File: src/rtl/pdm_pcm_decimator_mc.sv
// rtl/pdm_pcm_decimator_mc.sv - multi-channel PDM to PCM box-car decimator with channel-tagged FIFO output
//
// Purpose: counts ones per PDM lane over a frame of R beats. R is clamped to
// 2..MAX_DECIMATION and latched, together with the gain shift, on the first
// beat of each frame. It then forms (2N-R) << shift, saturates that value to
// signed DATA_WIDTH, and serialises the channels into one shared
// first-word-fall-through FIFO.
//
// Ports:
//   clock_i, reset_i        clock, synchronous active-high reset
//   enable_i                block enable; dropping it discards a partial frame
//   decim_ratio_i           decimation ratio R (clamped)
//   gain_shift_i            left shift applied to 2N-R
//   pdm_data_i/valid_i      one PDM bit per channel per beat
//   pdm_ready_o             mirrors enable_i
//   pcm_data_o/channel_o    FIFO head sample and its channel tag
//   pcm_valid_o/ready_i     FIFO pop handshake
//   busy_o                  partial frame held or serialiser running
//   fifo_level_o            FIFO occupancy
//   overflow_o/underflow_o  sticky drop / discard flags
//   status_clear_i          clears both sticky flags
module pdm_pcm_decimator_mc #(
  parameter int NUM_CHANNELS   = 2,
  parameter int DATA_WIDTH     = 16,
  parameter int MAX_DECIMATION = 48,
  parameter int FIFO_DEPTH     = 16,
  localparam int CW = (NUM_CHANNELS > 1) ? $clog2(NUM_CHANNELS) : 1,
  localparam int AW = $clog2(FIFO_DEPTH),
  localparam int LW = AW + 1
) (
  input  logic                    clock_i,
  input  logic                    reset_i,
  input  logic                    enable_i,
  input  logic [5:0]              decim_ratio_i,
  input  logic [4:0]              gain_shift_i,
  input  logic [NUM_CHANNELS-1:0] pdm_data_i,
  input  logic                    pdm_valid_i,
  output logic                    pdm_ready_o,
  output logic [DATA_WIDTH-1:0]   pcm_data_o,
  output logic [CW-1:0]           pcm_channel_o,
  output logic                    pcm_valid_o,
  input  logic                    pcm_ready_i,
  output logic                    busy_o,
  output logic [LW-1:0]           fifo_level_o,
  output logic                    overflow_o,
  output logic                    underflow_o,
  input  logic                    status_clear_i
);

  localparam logic [5:0]       RMAX    = 6'(MAX_DECIMATION);
  localparam logic [CW-1:0]    LAST_CH = CW'(NUM_CHANNELS - 1);
  localparam logic signed [63:0] SAT_MAX = (64'sd1 <<< (DATA_WIDTH - 1)) - 64'sd1;
  localparam logic signed [63:0] SAT_MIN = -(64'sd1 <<< (DATA_WIDTH - 1));

  typedef enum logic [1:0] {IDLE = 2'd0, ACCUM = 2'd1, SERIAL = 2'd2} state_t;

  // 64-bit intermediate: |2N-R| <= 48 shifted by up to 31 cannot overflow
  function automatic logic [DATA_WIDTH-1:0] scale_sat(input logic [5:0] n,
                                                      input logic [5:0] r,
                                                      input logic [4:0] sh);
    logic signed [63:0] v;
    logic signed [63:0] s;
    v = $signed({57'd0, n, 1'b0}) - $signed({58'd0, r});
    s = v <<< sh;
    if (s > SAT_MAX)      s = SAT_MAX;
    else if (s < SAT_MIN) s = SAT_MIN;
    return s[DATA_WIDTH-1:0];
  endfunction

  state_t                state_q, state_d;
  logic [5:0]            cnt_q, cnt_d;
  logic [5:0]            r_q, r_d;
  logic [4:0]            shift_q, shift_d;
  logic [5:0]            n_q    [NUM_CHANNELS];
  logic [5:0]            n_d    [NUM_CHANNELS];
  logic [DATA_WIDTH-1:0] hold_q [NUM_CHANNELS];
  logic [DATA_WIDTH-1:0] hold_d [NUM_CHANNELS];
  logic [CW-1:0]         ser_idx_q, ser_idx_d;
  logic                  ovf_q, ovf_d, unf_q, unf_d;

  logic [DATA_WIDTH-1:0] fifo_data_q [FIFO_DEPTH];
  logic [CW-1:0]         fifo_chan_q [FIFO_DEPTH];
  logic [AW-1:0]         wr_ptr_q, rd_ptr_q;
  logic [LW-1:0]         level_q;

  logic       beat, first_beat, frame_done, frame_drop, frame_load, discard;
  logic       serial, last_write, push, pop, full, push_ok, push_drop;
  logic [5:0] ratio_clamped, cur_r;

  always_comb begin
    ratio_clamped = decim_ratio_i;
    if (decim_ratio_i < 6'd2)    ratio_clamped = 6'd2;
    else if (decim_ratio_i > RMAX) ratio_clamped = RMAX;
  end

  assign beat       = pdm_valid_i && enable_i;
  assign first_beat = (cnt_q == 6'd0);
  // the ratio in force on the first beat is the live (clamped) input
  assign cur_r      = first_beat ? ratio_clamped : r_q;
  assign frame_done = beat && (cnt_q == cur_r - 6'd1);
  assign serial     = (state_q == SERIAL);
  assign last_write = serial && (ser_idx_q == LAST_CH);
  // the holding register is free only on the edge of its final write
  assign frame_drop = frame_done && serial && !last_write;
  assign frame_load = frame_done && !frame_drop;
  assign discard    = !enable_i && (cnt_q != 6'd0);

  assign push      = serial;
  assign pop       = pcm_valid_o && pcm_ready_i;
  assign full      = (level_q == LW'(FIFO_DEPTH));
  assign push_ok   = push && (!full || pop);
  assign push_drop = push && !push_ok;

  always_comb begin
    state_d   = state_q;
    cnt_d     = cnt_q;
    r_d       = r_q;
    shift_d   = shift_q;
    ser_idx_d = ser_idx_q;
    for (int c = 0; c < NUM_CHANNELS; c++) begin
      n_d[c]    = n_q[c];
      hold_d[c] = hold_q[c];
    end

    if (beat) begin
      if (first_beat) begin
        r_d     = ratio_clamped;
        shift_d = gain_shift_i;
      end
      cnt_d = frame_done ? 6'd0 : cnt_q + 6'd1;
      for (int c = 0; c < NUM_CHANNELS; c++)
        n_d[c] = frame_done ? 6'd0 : n_q[c] + 6'(pdm_data_i[c]);
    end else if (discard) begin
      cnt_d = 6'd0;
      for (int c = 0; c < NUM_CHANNELS; c++) n_d[c] = 6'd0;
    end

    // a completing frame never starts on its first beat, so r_q/shift_q hold it
    if (frame_load)
      for (int c = 0; c < NUM_CHANNELS; c++)
        hold_d[c] = scale_sat(n_q[c] + 6'(pdm_data_i[c]), r_q, shift_q);

    case (state_q)
      IDLE:   if (enable_i) state_d = ACCUM;
      ACCUM:  if (!enable_i) state_d = IDLE;
      SERIAL: begin
        if (last_write) begin
          ser_idx_d = '0;
          state_d   = enable_i ? ACCUM : IDLE;
        end else begin
          ser_idx_d = ser_idx_q + CW'(1);
        end
      end
      default: state_d = IDLE;
    endcase

    if (frame_load) begin
      state_d   = SERIAL;
      ser_idx_d = '0;
    end

    ovf_d = status_clear_i ? 1'b0 : ovf_q;
    if (frame_drop || push_drop) ovf_d = 1'b1;
    unf_d = status_clear_i ? 1'b0 : unf_q;
    if (discard) unf_d = 1'b1;
  end

  always_ff @(posedge clock_i) begin
    if (reset_i) begin
      state_q   <= IDLE;
      cnt_q     <= '0;
      r_q       <= '0;
      shift_q   <= '0;
      ser_idx_q <= '0;
      ovf_q     <= 1'b0;
      unf_q     <= 1'b0;
      wr_ptr_q  <= '0;
      rd_ptr_q  <= '0;
      level_q   <= '0;
      for (int c = 0; c < NUM_CHANNELS; c++) begin
        n_q[c]    <= '0;
        hold_q[c] <= '0;
      end
    end else begin
      state_q   <= state_d;
      cnt_q     <= cnt_d;
      r_q       <= r_d;
      shift_q   <= shift_d;
      ser_idx_q <= ser_idx_d;
      ovf_q     <= ovf_d;
      unf_q     <= unf_d;
      if (push_ok) wr_ptr_q <= wr_ptr_q + AW'(1);
      if (pop)     rd_ptr_q <= rd_ptr_q + AW'(1);
      level_q   <= level_q + LW'(push_ok) - LW'(pop);
      for (int c = 0; c < NUM_CHANNELS; c++) begin
        n_q[c]    <= n_d[c];
        hold_q[c] <= hold_d[c];
      end
    end
  end

  // storage is not reset; its contents are only visible while valid
  always_ff @(posedge clock_i) begin
    if (push_ok) begin
      fifo_data_q[wr_ptr_q] <= hold_q[ser_idx_q];
      fifo_chan_q[wr_ptr_q] <= ser_idx_q;
    end
  end

  assign pdm_ready_o   = enable_i;
  assign pcm_valid_o   = (level_q != '0);
  assign pcm_data_o    = pcm_valid_o ? fifo_data_q[rd_ptr_q] : '0;
  assign pcm_channel_o = pcm_valid_o ? fifo_chan_q[rd_ptr_q] : '0;
  assign busy_o        = (cnt_q != 6'd0) || serial;
  assign fifo_level_o  = level_q;
  assign overflow_o    = ovf_q;
  assign underflow_o   = unf_q;

endmodule

File: config.mk
export PLATFORM = sky130hd
export DESIGN_NAME = pdm_pcm_decimator_mc
export DESIGN_NICKNAME = d
export VERILOG_FILES = /design/src/rtl/pdm_pcm_decimator_mc.sv
export SDC_FILE = /design/constraint.sdc
export NUM_CORES = 1
export LEC_CHECK = 0
export BUFFER_PORTS_ARGS = -buffer_cell sky130_fd_sc_hd__buf_2
export CAP_MARGIN = 30
export CORE_MARGIN = 5
export CORE_UTILIZATION = 40
export CTS_BUF_LIST = sky130_fd_sc_hd__clkbuf_2
export DETAILED_ROUTE_END_ITERATION = 10
export PLACE_DENSITY = 0.56
export SLEW_MARGIN = 30
export SYNTH_ARGS = -nofsm -noshare
export SYNTH_HDL_FRONTEND = slang
export SYNTH_SLANG_ARGS = --single-unit
File: constraint.sdc
create_clock -name clock_i -period 6 [get_ports clock_i]
set_clock_uncertainty 0.1 [all_clocks]
set_input_delay 0.3 -clock clock_i [delete_from_list [all_inputs] [get_ports clock_i]]
set_output_delay 0.3 -clock clock_i [all_outputs]
set_load 0.01 [all_outputs]
After elaboration in Yosys (flattened, before gate mapping)
Memory sizes are Yosys's and may differ from the RTL's. A register that Yosys moved wholly into a read port is not among the register bits.
Cells that the tools add are included.
{"block": "totals", "register_bits": 35, "out_inout_bits": 27, "memories": 4, "latch_bits": 0, "ram_bits": 316, "mem_bits_ro": 0}
{"block": "op_classes", "shifts": 2, "eq_ne": 11, "reduce_logical": 30, "div_mod_pow": 0, "n_addsub": 11, "order_cmp": 6, "n_mul": 0, "n_bitwise": 4, "mux": 42}
{"memory": "fifo_data_q", "words": 16, "word_bits": 16, "rd": 1, "rd_ports_with_merged_regs": 1, "wr": 1, "line_no": "81", "rtl": "logic [DATA_WIDTH-1:0] fifo_data_q [FIFO_DEPTH];"}
{"memory": "hold_q", "words": 2, "word_bits": 16, "rd": 1, "rd_ports_with_merged_regs": 1, "wr": 2, "line_no": "76", "rtl": "logic [DATA_WIDTH-1:0] hold_q [NUM_CHANNELS];"}
{"memory": "fifo_chan_q", "words": 16, "word_bits": 1, "rd": 1, "rd_ports_with_merged_regs": 1, "wr": 1, "line_no": "82", "rtl": "logic [CW-1:0] fifo_chan_q [FIFO_DEPTH];"}
{"memory": "n_q", "words": 2, "word_bits": 6, "rd": 2, "rd_ports_with_merged_regs": 0, "wr": 2, "line_no": "74", "rtl": "logic [5:0] n_q [NUM_CHANNELS];"}
{"operator": "$gt 64x16->1 const B", "count": 2}
{"operator": "$lt 64x16->1 const B", "count": 2}
{"operator": "$sshl 8x5->64", "count": 2}
{"operator": "$mux 16", "count": 7}
{"operator": "$mux 6", "count": 10}
{"operator": "$mux 32", "count": 1}
{"operator": "$mux 12", "count": 2}
{"operator": "$mux 4", "count": 4}
{"operator": "$sub 7x6->8", "count": 2}
{"operator": "$mux 1", "count": 13}
{"operator": "$add 6x1->6", "count": 2}
{"operator": "$logic_and 1x1->1", "count": 10}
{"operator": "$ne 3x3->1 const B", "count": 3}
{"operator": "$add 4x1->4 const B", "count": 2}
{"operator": "$mux 2", "count": 4}
{"operator": "$add 6x1->6 const B", "count": 1}
{"operator": "$eq 6x6->1", "count": 1}
{"operator": "$gt 6x6->1 const B", "count": 1}
{"operator": "$logic_not 6->1", "count": 1}
{"operator": "$lt 6x2->1 const B", "count": 1}
{"operator": "$ne 2x2->1 const B", "count": 3}
{"operator": "$pmux 2 s3", "count": 1}
{"operator": "$reduce_and 3->1", "count": 2}
{"operator": "$reduce_bool 2->1", "count": 3}
{"operator": "other kinds (16)", "count": 26}

Logic depth before layout (Yosys ltp)
{"block": "logic_depth", "ltp_word": 14, "ltp_mapped": 17, "depth_no_buf": 15}

Least setup slack after synthesis
Ideal clock, no wire load.
{"block": "synth_timing", "path_kind": "register to register", "start": "mem n_q[0][0]", "end": "mem hold_q[0][11] (data pin)", "slack_ns": 1.802, "n_path_buf": 2, "t_arrival_ns": 3.830, "stages_incl_launch_ff": 17, "setup_ns": 0.268, "synth_period_minus_slack_ns": 4.198, "cell_sequence": "dfxtp_1 > ha_1 > nand3_1 > xnor2_1 > ha_1 > buf_6 > a21o_1 > a31o_1 > or3_4 > a32o_1 > o21bai_1 > or3_1 > o41ai_2 > a41oi_1 > o41ai_4 > buf_6 > o21ai_0"}
{"element": "from (decl)", "line_no": "74"}
{"element": "to (decl)", "line_no": "76"}

==> metrics.md <==
| Metric | Value |
|---|---|
| Synth Flop Type | edfxtp_1 |
| PortBufs | between 40 and 50 |
| Min-delay src | enable_i |
| Setup TNS | 0 ns |
| CP Class | flip-flop to flip-flop |
| Worst slack, placed | around 1.1 ns |
| Htree depth | 3 |
| Final Hold Vio Count | 0 |
| Clock tree buffer depth | 3 |
| Max Clock Freq | 205 MHz |
| Sequential area share after synthesis | about three fifths |
| Routed vias | about 11000 |
| Routability cong. | ~0.90 |
| RSZ-0062 raised after global routing | no |
| CP max stage cell | o41ai_4 |
| Fill cell count | 3907 |
| Pwr Total | around 5.9 mW |
| Min Tclk post-route | 4.89 ns |
| FF+latch count, synth | roughly 360 |
| Hold Path Depth | 6 |
| Mapped Area | 17200 um^2 |
| Cells along the critical path | ha_1, ha_1, xor2_1, ha_1, nor4b_1, a21o_1, o41ai_1, o31ai_1, nor3_1, nor2_1, o22a_1, a211o_1, o41ai_4, o221ai_1 |
| Final core occ | around 45% |
| Share of layout cells above drive strength 1 | about 23% |
| Via density | between 5 and 6 |
| Area leader, netlist | edfxtp_1 |
| Crit path required time | around 6.6 ns |
| DP HPWL | between 20000 and 30000 um |
| Placed inst area | roughly 18000 um^2 |
| Die area | roughly 47000 um^2 |
| Startpoint types | flip-flop |
| Most used cell, CP | ha_1 |
| # nets final | roughly 1500 |
| Initial Util | roughly two fifths |
| R2r endpoint | hold_q[0][14]$_SDFFCE_PN0P_ |
| Fin crit share | between 80% and 90% |
| Async SR Flop Fraction | 0% |
| CTS Buf Count | ~90 |
| Setup violators final | 0 |
| WL per Instance | roughly 22 um |
| Largest net degree at the start of global routing | a little under 50 |
| Detailed Route WL | approximately 44000 um |
| R2R cell count | 14 |
| DRC | 0 |
| Initial antenna violation count | 3 |
| Leak pwr | just under 7 nW |
| Io pins | 46 |
| Crit-path max cell delay | between 0.7 and 0.8 ns |
| Die Wd | ~220 um |
| Synth top area share | between 50% and 60% |
| Die height | ~220 um |
| Post-synth EDFFs | 304 |
| Max transition margin | a little under two fifths |
| Synth cell types | a little over 80 |
| Crit-path max FO | 15 |
| Clock root cell | clkbuf_2 |
| DR iter-0 viols | roughly 900 |
| CTS Sinks | around 360 |
| Row count | 76 |
| Worst-path clk slew | 0.10 ns |
| Hold Path Class | primary input to flip-flop |
| Peak VDD IR | ~0.13 mV |
| Endpoint class of the critical path | flip-flop |
| Vias in the first global route | approximately 12000 |
| Worst-Skew Late Latency | between 0.9 and 1 ns |
| Max cap viols | 0 |
| Syn_nets | between 1000 and 1500 |
| Synth top area cells | edfxtp_1 (53%), mux4_2 (11%), dfxtp_1 (6.1%), nor2_1 (2.3%), ha_1 (2.3%) |
| Core area | ~43000 um^2 |
| WHS Endpoint | state_q[0]$_SDFFE_PP0P_ |
| Final Cell Area | 19300 um^2 |
| Pwr dens | around 310 nW/um^2 |
| Worst Slack Setup Final | 1.11 ns |
| Slew @ Worst Pin | between 0.9 and 1 ns |
| Detail Route Antenna Nets | 0 |
| P&R area growth vs syn | 12.3% |
| DR pass1 iterations | 6 |
| CTS tree | built |
| Congestion Overflow GR | 0 |
| Final slew viol count | 0 |
| R2R setup slack | 1.11 ns |
| Gr usage total | between 10% and 20% |
| R2r startpoint | n_q[0][0]$_SDFFE_PP0P_ |
| Global-route wire length before repair | 68300 um |
| Mapped Cells | between 1000 and 1500 |
| Outcome | finished clean |
| Worst Path Arrival | roughly 5.4 ns |
| Synth Warn # | 0 |
| Post-CTS Setup Bufs | 0 |
| Syn avg cell area | 13.6 um^2 |
| Worst Setup SP | n_q[0][0]$_SDFFE_PP0P_ |
[worst max-delay path by stage]
stage | end | slack (ns) | cells after the start
after floorplan | hold_q[0][11]$_SDFFCE_PN0P_ | 1.80 | 16
after global placement | hold_q[0][14]$_SDFFCE_PN0P_ | 1.16 | 15
after detailed placement | hold_q[0][14]$_SDFFCE_PN0P_ | 1.07 | 15
after CTS | hold_q[0][14]$_SDFFCE_PN0P_ | 1.18 | 14
after global routing | hold_q[0][14]$_SDFFCE_PN0P_ | 0.72 | 14
final | hold_q[0][14]$_SDFFCE_PN0P_ | 1.11 | 14
[area by class of cell]
cell class	count	area (um^2)	area share, %
clock inverters	19	140	0.727
well taps	546	683	3.54
multi-input cells	797	6560	34.0
flip-flops and latches	356	10200	52.8
repair buffers	129	986	5.11
clock buffers	122	611	3.17
inverters	33	124	0.642
diodes	3	7.51	0.0389
[layer usage]
layer / global-route usage [%] / wire (um)
met1: 23.8 / 18300
met4: 6.89 / 1040
met5: 0 / 18
met2: 32.3 / 22300
met3: 3.64 / 2580
[registers in the layout, summed over array words and instances (netlist names), named ones only]
name / flops
r_q: 6
overflow_o: 1
rd_ptr_q: 4
underflow_o: 1
hold_q: 32
shift_q: 5
wr_ptr_q: 4
n_q: 12
fifo_chan_q: 16
fifo_data_q: 256
cnt_q: 6
state_q: 2
ser_idx_q: 1
fifo_level_o: 5
[synthesized netlist by cell type, types with 8 or more instances]
| library cell | count |
|---|---|
| a21o_1 | 14 |
| o31ai_1 | 14 |
| o21ai_0 | 43 |
| and3_1 | 10 |
| nor2_1 | 107 |
| clkbuf_1 | 56 |
| a21oi_1 | 61 |
| nor3_1 | 23 |
| and2_1 | 38 |
| inv_1 | 32 |
| xnor2_1 | 16 |
| nand2b_1 | 10 |
| mux2_2 | 16 |
| edfxtp_1 | 304 |
| dfxtp_1 | 52 |
| buf_1 | 8 |
| o211ai_1 | 8 |
| o21ai_1 | 8 |
| mux4_2 | 85 |
| a211oi_1 | 12 |
| nand3_1 | 20 |
| ha_1 | 31 |
| mux2i_1 | 14 |
| xor2_1 | 15 |
| a22oi_1 | 17 |
| nand2_1 | 88 |
[worst max-delay path: cells and delay by family, from the launching register on]
kind / cells / cell delay, ns
compound gates: 7 / 2.42
fa+ha+maj: 3 / 0.79
simple gates: 3 / 0.77
flops: 1 / 0.32
xor+xnor: 1 / 0.20
[where the power goes]
group          internal (mW)  switching [mW]  total (mW)  leakage [nW]
Clock                  0.628           0.948        1.58         0.572
Sequential              2.71          0.0969        2.81          3.23
Combinational          0.725           0.778        1.50          2.94
[metrics by stage]
step                instances  hold slack (ns)
global placement         1809            0.351
detailed placement       1809            0.359
floorplan                1263            0.336
global route             2005            0.155
CTS                      2002            0.111
finish                   2005            0.229
[cells by family (layout without fill, tap and decap cells)]
group                    Yosys count  count (layout)  synth area share, %
AO/OA/AOI/OAI                    268             268                 10.8
flip-flops                       356             356                 59.2
multiplexers                     115             115                 13.0
buffers and inverters            110             303                 2.65
other                              0               3                    0
XOR/XNOR                          33              33                 1.86
AND/OR/NAND/NOR                  347             347                 9.87
adder cells (fa/ha/maj)           34              34                 2.61
[placed cells by master (no fill, tap or decap), types with 17 or more instances in the layout]
| cell type | instances |
|---|---|
| edfxtp_1 | 304 |
| clkbuf_2 | 122 |
| nor2_1 | 106 |
| nand2_1 | 88 |
| mux4_2 | 85 |
| a21oi_1 | 61 |
| dlygate4sd3_1 | 52 |
| dfxtp_1 | 50 |
| buf_2 | 45 |
| o21ai_0 | 43 |
| and2_1 | 38 |
| inv_1 | 32 |
| buf_4 | 32 |
| ha_1 | 31 |
| nor3_1 | 23 |
| nand3_1 | 20 |
| a22oi_1 | 17 |
[what timing repair did]
action / 4_1_cts / 5_1_grt
hold endpoints to repair: 50 / 0
hold buffers: 52 / 0
resized for setup: 0 / 0
(Power assumes the default switching activity.)
